<file path="src/rtl/mac_dot_pkg.sv">
// Shared widths, extension and saturation helpers for the mac_dot_accumulate slice.
// Build option MAC_DOT_SAT_EN selects saturating (defined) or wrapping (undefined) adds.
package mac_dot_pkg;

`ifdef MAC_DOT_SAT_EN
    localparam bit SAT_EN = 1'b1;
`else
    localparam bit SAT_EN = 1'b0;
`endif

    function automatic int unsigned clog2(input int unsigned v);
        int unsigned r;
        r = 0;
        while ((32'd1 << r) < v) r++;
        return r;
    endfunction

    function automatic int unsigned prod_w(input int unsigned dw);
        return 2 * dw;
    endfunction

    function automatic int unsigned tree_w(input int unsigned dw, input int unsigned lanes);
        return prod_w(dw) + clog2(lanes);
    endfunction

    // Sign- or zero-extends the low w bits of v to 64 bits.
    function automatic logic [63:0] extend(input logic [63:0] v, input int unsigned w, input bit sgn);
        logic [63:0] r;
        r = v;
        for (int unsigned i = w; i < 64; i++) r[i] = sgn ? v[w-1] : 1'b0;
        return r;
    endfunction

    function automatic logic [63:0] sat_hi(input int unsigned w, input bit sgn);
        logic [63:0] r;
        r = '0;
        for (int unsigned i = 0; i < w - (sgn ? 1 : 0); i++) r[i] = 1'b1;
        return r;
    endfunction

    function automatic logic [63:0] sat_lo(input int unsigned w, input bit sgn);
        logic [63:0] r;
        r = '0;
        if (sgn) r[w-1] = 1'b1;
        return r;
    endfunction

endpackage

</file>
<file path="src/rtl/mac_dot_tree.sv">
// S1 lane product registers followed by the registered S2 adder tree.
// Sideband tag bits travel alongside each beat; all stages stall on en.
module mac_dot_tree
    import mac_dot_pkg::*;
#(
    parameter int DATA_W = 8,
    parameter int LANES  = 4,
    parameter int SIGNED = 0,
    parameter int TAG_W  = 1
) (
    input  logic                               clk,
    input  logic                               rst,
    input  logic                               en,
    input  logic                               in_valid,
    input  logic [TAG_W-1:0]                   in_tag,
    input  logic [LANES*DATA_W-1:0]            in_a,
    input  logic [LANES*DATA_W-1:0]            in_b,
    output logic                               out_valid,
    output logic [TAG_W-1:0]                   out_tag,
    output logic [tree_w(DATA_W, LANES)-1:0]   out_sum
);
    localparam int unsigned PW  = prod_w(DATA_W);
    localparam int unsigned TW  = tree_w(DATA_W, LANES);
    localparam bit          SGN = (SIGNED != 0);

    logic [PW-1:0]    prod [LANES];
    logic             s1_valid;
    logic [TAG_W-1:0] s1_tag;
    logic [TW-1:0]    tree_sum;

    always_ff @(posedge clk) begin
        if (rst) begin
            s1_valid  <= 1'b0;
            out_valid <= 1'b0;
        end else if (en) begin
            s1_valid  <= in_valid;
            out_valid <= s1_valid;
        end
    end

    // Operands are extended to the product width first, so the low bits of the
    // product are correct for both signed and unsigned operation.
    always_ff @(posedge clk) begin
        if (en) begin
            s1_tag <= in_tag;
            for (int unsigned i = 0; i < LANES; i++) begin
                prod[i] <= PW'(extend(64'(in_a[i*DATA_W +: DATA_W]), DATA_W, SGN))
                         * PW'(extend(64'(in_b[i*DATA_W +: DATA_W]), DATA_W, SGN));
            end
            out_tag <= s1_tag;
            out_sum <= tree_sum;
        end
    end

    always_comb begin
        tree_sum = '0;
        for (int unsigned i = 0; i < LANES; i++) begin
            tree_sum += TW'(extend(64'(prod[i]), PW, SGN));
        end
    end

endmodule

</file>
<file path="src/rtl/mac_dot_accumulate.sv">
// Pipelined multi-lane dot-product accumulator: one biased result per in_last packet.
// Build option MAC_DOT_SAT_EN makes the accumulate and bias adds saturate instead of wrap.
module mac_dot_accumulate
    import mac_dot_pkg::*;
#(
    parameter int DATA_W = 8,
    parameter int LANES  = 4,
    parameter int ACC_W  = 24,
    parameter int SIGNED = 0
) (
    input  logic                    clk,
    input  logic                    rst,
    input  logic                    in_valid,
    output logic                    in_ready,
    input  logic                    in_last,
    input  logic [LANES*DATA_W-1:0] in_a,
    input  logic [LANES*DATA_W-1:0] in_b,
    input  logic [DATA_W-1:0]       in_bias,
    output logic                    out_valid,
    input  logic                    out_ready,
    output logic [ACC_W-1:0]        out_data,
    output logic                    out_ovf
);
    localparam int unsigned     TW     = tree_w(DATA_W, LANES);
    localparam int unsigned     TAG_W  = DATA_W + 1;
    localparam bit              SGN    = (SIGNED != 0);
    localparam logic [ACC_W-1:0] SAT_HI = ACC_W'(sat_hi(ACC_W, SGN));
    localparam logic [ACC_W-1:0] SAT_LO = ACC_W'(sat_lo(ACC_W, SGN));

    logic                    en, accept, first;
    logic [DATA_W-1:0]       pkt_bias, beat_bias;
    logic                    s0_valid, s0_last;
    logic [DATA_W-1:0]       s0_bias;
    logic [LANES*DATA_W-1:0] s0_a, s0_b;
    logic                    s2_valid;
    logic [TAG_W-1:0]        s2_tag;
    logic [TW-1:0]           s2_sum;
    logic [ACC_W-1:0]        acc, s2_ext, bias_ext, sum, res;
    logic                    pkt_ovf, flag1, flag2;
    logic [ACC_W:0]          add1, add2;

    // Returns {overflow, result}; the result is clamped when saturation is built in.
    function automatic logic [ACC_W:0] add_chk(input logic [ACC_W-1:0] x, input logic [ACC_W-1:0] y);
        logic [ACC_W:0]   full;
        logic [ACC_W-1:0] r;
        logic             ovf;
        full = {1'b0, x} + {1'b0, y};
        r    = full[ACC_W-1:0];
        ovf  = SGN ? ((x[ACC_W-1] == y[ACC_W-1]) && (r[ACC_W-1] != x[ACC_W-1])) : full[ACC_W];
        if (SAT_EN && ovf) r = (SGN && x[ACC_W-1]) ? SAT_LO : SAT_HI;
        return {ovf, r};
    endfunction

    assign en        = !(out_valid && !out_ready);
    assign in_ready  = en && !rst;
    assign accept    = in_valid && in_ready;
    assign beat_bias = first ? in_bias : pkt_bias;

    always_ff @(posedge clk) begin
        if (rst) begin
            s0_valid <= 1'b0;
            first    <= 1'b1;
            pkt_bias <= '0;
        end else begin
            if (en) s0_valid <= accept;
            if (accept) begin
                first <= in_last;
                if (first) pkt_bias <= in_bias;
            end
        end
    end

    always_ff @(posedge clk) begin
        if (en) begin
            s0_a    <= in_a;
            s0_b    <= in_b;
            s0_last <= in_last;
            s0_bias <= beat_bias;
        end
    end

    mac_dot_tree #(
        .DATA_W (DATA_W),
        .LANES  (LANES),
        .SIGNED (SIGNED),
        .TAG_W  (TAG_W)
    ) u_tree (
        .clk       (clk),
        .rst       (rst),
        .en        (en),
        .in_valid  (s0_valid),
        .in_tag    ({s0_last, s0_bias}),
        .in_a      (s0_a),
        .in_b      (s0_b),
        .out_valid (s2_valid),
        .out_tag   (s2_tag),
        .out_sum   (s2_sum)
    );

    // A saturated packet keeps its clamped value: later adds are skipped.
    always_comb begin
        s2_ext   = ACC_W'(extend(64'(s2_sum), TW, SGN));
        bias_ext = ACC_W'(extend(64'(s2_tag[DATA_W-1:0]), DATA_W, SGN));
        add1     = add_chk(acc, s2_ext);
        sum      = add1[ACC_W-1:0];
        flag1    = pkt_ovf | add1[ACC_W];
        if (SAT_EN && pkt_ovf) sum = acc;
        add2     = add_chk(sum, bias_ext);
        res      = add2[ACC_W-1:0];
        flag2    = flag1 | add2[ACC_W];
        if (SAT_EN && flag1) res = sum;
    end

    always_ff @(posedge clk) begin
        if (rst) begin
            acc       <= '0;
            pkt_ovf   <= 1'b0;
            out_valid <= 1'b0;
            out_data  <= '0;
            out_ovf   <= 1'b0;
        end else begin
            if (out_valid && out_ready) out_valid <= 1'b0;
            if (en && s2_valid) begin
                if (s2_tag[TAG_W-1]) begin
                    out_valid <= 1'b1;
                    out_data  <= res;
                    out_ovf   <= flag2;
                    acc       <= '0;
                    pkt_ovf   <= 1'b0;
                end else begin
                    acc     <= sum;
                    pkt_ovf <= flag1;
                end
            end
        end
    end

endmodule
</file>
<file path="config.mk">
export PLATFORM = sky130hd
export DESIGN_NAME = mac_dot_accumulate
export DESIGN_NICKNAME = d
export VERILOG_FILES = /design/src/rtl/mac_dot_pkg.sv /design/src/rtl/mac_dot_tree.sv /design/src/rtl/mac_dot_accumulate.sv
export SDC_FILE = /design/constraint.sdc
export NUM_CORES = 1
export LEC_CHECK = 0
export CELL_PAD_IN_SITES_DETAIL_PLACEMENT = 0
export CELL_PAD_IN_SITES_GLOBAL_PLACEMENT = 1
export CORE_MARGIN = 5
export CORE_UTILIZATION = 31
export CTS_CLUSTER_SIZE = 40
export DETAILED_ROUTE_END_ITERATION = 10
export PLACE_DENSITY_LB_ADDON = 0.1
export SETUP_SLACK_MARGIN = 0.1
export SYNTH_ARGS = -nofsm -noshare
export SYNTH_HDL_FRONTEND = slang
export SYNTH_SLANG_ARGS = --single-unit
</file>
<file path="constraint.sdc">
create_clock -name clk -period 28.6 [get_ports clk]
set_input_delay 8.58 -clock clk [delete_from_list [all_inputs] [get_ports clk]]
set_output_delay 8.58 -clock clk [all_outputs]
set_load 0.005 [all_outputs]
</file>
==> results_dict.tcl <==
set metrics [dict create \
    tns_ps 0 \
    syn-num-nets 2292 \
    max-slew-margin-rel_pct 37.3 \
    stdcell_area_um2 22100 \
    synth.yosys.seq_area_share_pct 33.8 \
    grt_overflow 0 \
    hold_depth 0 \
    intPower_w 0.00135 \
    ir_drop_v 0.0000881 \
    finalMaxSlewViolations 0 \
    crit_type "input port to primary output" \
    final_core_utilization_pct 36.1 \
    final.period_utilization_pct 66.5 \
    switching_power_w 0.000944 \
    reg2reg_depth 17 \
    setup_viol 0 \
    p_sw_share_pct 41.2 \
    nNetsFinal 2410 \
    htreeDepth 1 \
    p_per_area_nw_per_um2 103 \
    synthTopCellsByArea "edfxtp_1 (27%), fa_1 (17%), ha_1 (13%)" \
    tightest_slew_ps 941 \
    cts_hold_buf 0 \
    die_y_um 258 \
    grt_pass1_vias 13500 \
    core_area_um2 61400 \
    cts.clk_slew.worst_paths_ps 50 \
    clock_latency_ps 600 \
    grt_pass1_wl_mm 70.8 \
    r2r_end "u_tree.prod[0][13]" \
    rsz0062_at_grt "no" \
    num_vias 12700 \
    syn_avg_cell_area_um2 10.3 \
    firstDrtPassIters 5 \
    postCtsSetupRepairBufs 0 \
    ys.flop_type "edfxtp_1" \
    viasPerCell 4.56 \
    antenna_cells 0 \
    rows 91 \
    syn_inst 1849 \
    start_util_pct 31.1 \
    status "completed" \
    antenna_found_initial 0 \
    clock_sinks 236 \
    min-delay-start "s0_bias[0]" \
    area_growth_pct 15.8 \
    placed_area_um2 21100 \
    grt_start_max_net_pins 71 \
    r2r_start "s0_a[3]" \
    post-dp-hpwl_mm 33.0 \
    cp_max_fo 52 \
    yosys.area.top_type "edfxtp_1" \
    p_leak_nw 9.80 \
    fmax_ghz 0.0526 \
    portBuffers 103 \
    critical_path_required_ps 20020 \
    cts_buffers 31 \
    finalWeightedCongestion 0.779 \
    async_flop_share_pct 0 \
    multiInputGateArea_um2 11500 \
    fillers 6156 \
    max-cap-violations 0 \
    regArea_um2 6460 \
    antenna_left 0 \
    min_to "u_tree.s1_tag[0]" \
    drt_iter0_drc 508 \
    synth.distinct_cells 61 \
    cp-end-kind "primary output" \
    cp.arrival_ps 10440 \
    drc 0 \
    power_w 0.00229 \
    power_frac_clock_pct 17.5 \
    fin_worst_skew_ps 16.0 \
    tritoncts "done" \
    yosys_warnings 0 \
    p_seq_share_pct 24.3 \
    cts_root_buffer "clkbuf_16" \
    pin_count 104 \
    reg2reg_setup_slack_ps 23510 \
    clockBufferDepth 3 \
    post-route-min-period_ps 19020 \
    startpoint_type "input port" \
    die_area_um2 66700 \
    syn-cell-area_um2 19100 \
    cts_resized 0 \
    post_drt_wl_per_cell_um 15.3 \
    synth_top_cell_area_share_pct 27.2 \
    synth-seq-cells 236 \
    grt_util_all_layers_pct 12.9 \
    drive_gt1_share_pct 4.37 \
    hold_path_class "flip-flop to flip-flop" \
    power_frac_comb_pct 58.3 \
    routed_wl_mm 42.6 \
    die_w_um 258 \
    synth_edf_count 173 \
    finalHoldViolations 0 \
]
## final cells by class
| class | count | area share [%] |
|---|---|---|
| tap | 790 | 4.46 |
| clock buffer | 39 | 3.77 |
| inverter | 293 | 4.97 |
| timing repair buffer | 109 | 4.84 |
| multi-input combinational | 1296 | 51.8 |
| sequential | 236 | 29.2 |
| clock inverter | 18 | 0.966 |
## layout by cell type, fill, tap and decap left out, types with 16 or more instances in the layout
master	count
a21o_1	18
inv_1	293
xnor2_1	75
nand2_1	103
and2_1	213
o21ai_0	57
mux2_2	17
edfxtp_1	173
clkbuf_16	31
fa_1	164
a22oi_1	16
nand2b_1	18
a21boi_0	21
nor2_1	116
ha_1	202
a21oi_1	77
nand3_1	17
dfxtp_1	63
nor3_1	21
nor2b_1	26
clkdlybuf4s50_1	102
## kinds of logic after synthesis
| group | after synthesis | synth area share (%) |
|---|---|---|
| buffers and inverters | 317 | 6.22 |
| multiplexers | 22 | 1.26 |
| XOR/XNOR | 89 | 4.08 |
| adder cells (fa/ha/maj) | 366 | 30.4 |
| AO/OA/AOI/OAI | 256 | 8.53 |
| AND/OR/NAND/NOR | 563 | 15.7 |
| flip-flops | 236 | 33.8 |
## per-layer routing
layer  track usage, %  part of all wire [%]
met1             17.4                    47
met2             22.5                    48
met3             1.58                   2.8
met4             2.73                   1.7
met5                0                     0
## per-stage QoR
stage | setup WS, ps | hold slack [ps] | std cells
2_1_floorplan | 5980 | 400 | 1849
3_3_place_gp | 9570 | 402 | 2724
3_5_place_dp | 9540 | 406 | 2724
4_1_cts | 9530 | 418 | 2781
5_1_grt | 9470 | 426 | 2781
6_report | 9580 | 418 | 2781
## flip-flops by register name, summed over array words and instances (netlist names)
signal,flops
acc,24
first,1
out_data,24
out_ovf,1
out_valid,1
pkt_bias,8
pkt_ovf,1
s0_a,32
s0_b,32
s0_bias,8
s0_last,1
s0_valid,1
u_tree.out_sum,18
u_tree.out_tag,9
u_tree.out_valid,1
u_tree.prod,64
u_tree.s1_tag,9
u_tree.s1_valid,1
## power by group through the flow
| stage | combinational, W | clock (W) | sequential, W |
|---|---|---|---|
| 6_report | 0.00133 | 0.000400 | 0.000556 |
| 5_1_grt | 0.00155 | 0.000431 | 0.000564 |
| 4_1_cts | 0.00135 | 0.000419 | 0.000560 |
| 3_5_place_dp | 0.00134 | 0 | 0.000566 |
| 3_3_place_gp | 0.00134 | 0 | 0.000567 |
| 2_1_floorplan | 0.00105 | 0 | 0.000537 |
## worst max-delay path, stage by stage
cell and delay [ps]:
clkdlybuf4s50_1 450, nand2b_4 590, nor2b_1 280, clkdlybuf4s50_1 530
## synth_stat cells, drive strengths merged, types with 26 or more instances
cell / n
xnor2: 75
ha: 202
a21oi: 78
o21ai: 60
dfxtp: 63
edfxtp: 173
inv: 293
nand2: 103
fa: 164
and2: 213
nor2b: 26
nor2: 116
## worst max path at each step
stage,startpoint,endpoint,slack [ps],depth (start not counted)
3_5_place_dp,out_ready,in_ready,9540,4
2_1_floorplan,out_ready,in_ready,5980,3
4_1_cts,out_ready,in_ready,9530,4
3_3_place_gp,out_ready,in_ready,9570,4
6_report,out_ready,in_ready,9580,4
5_1_grt,out_ready,in_ready,9470,4
(Power assumes the default switching activity.)
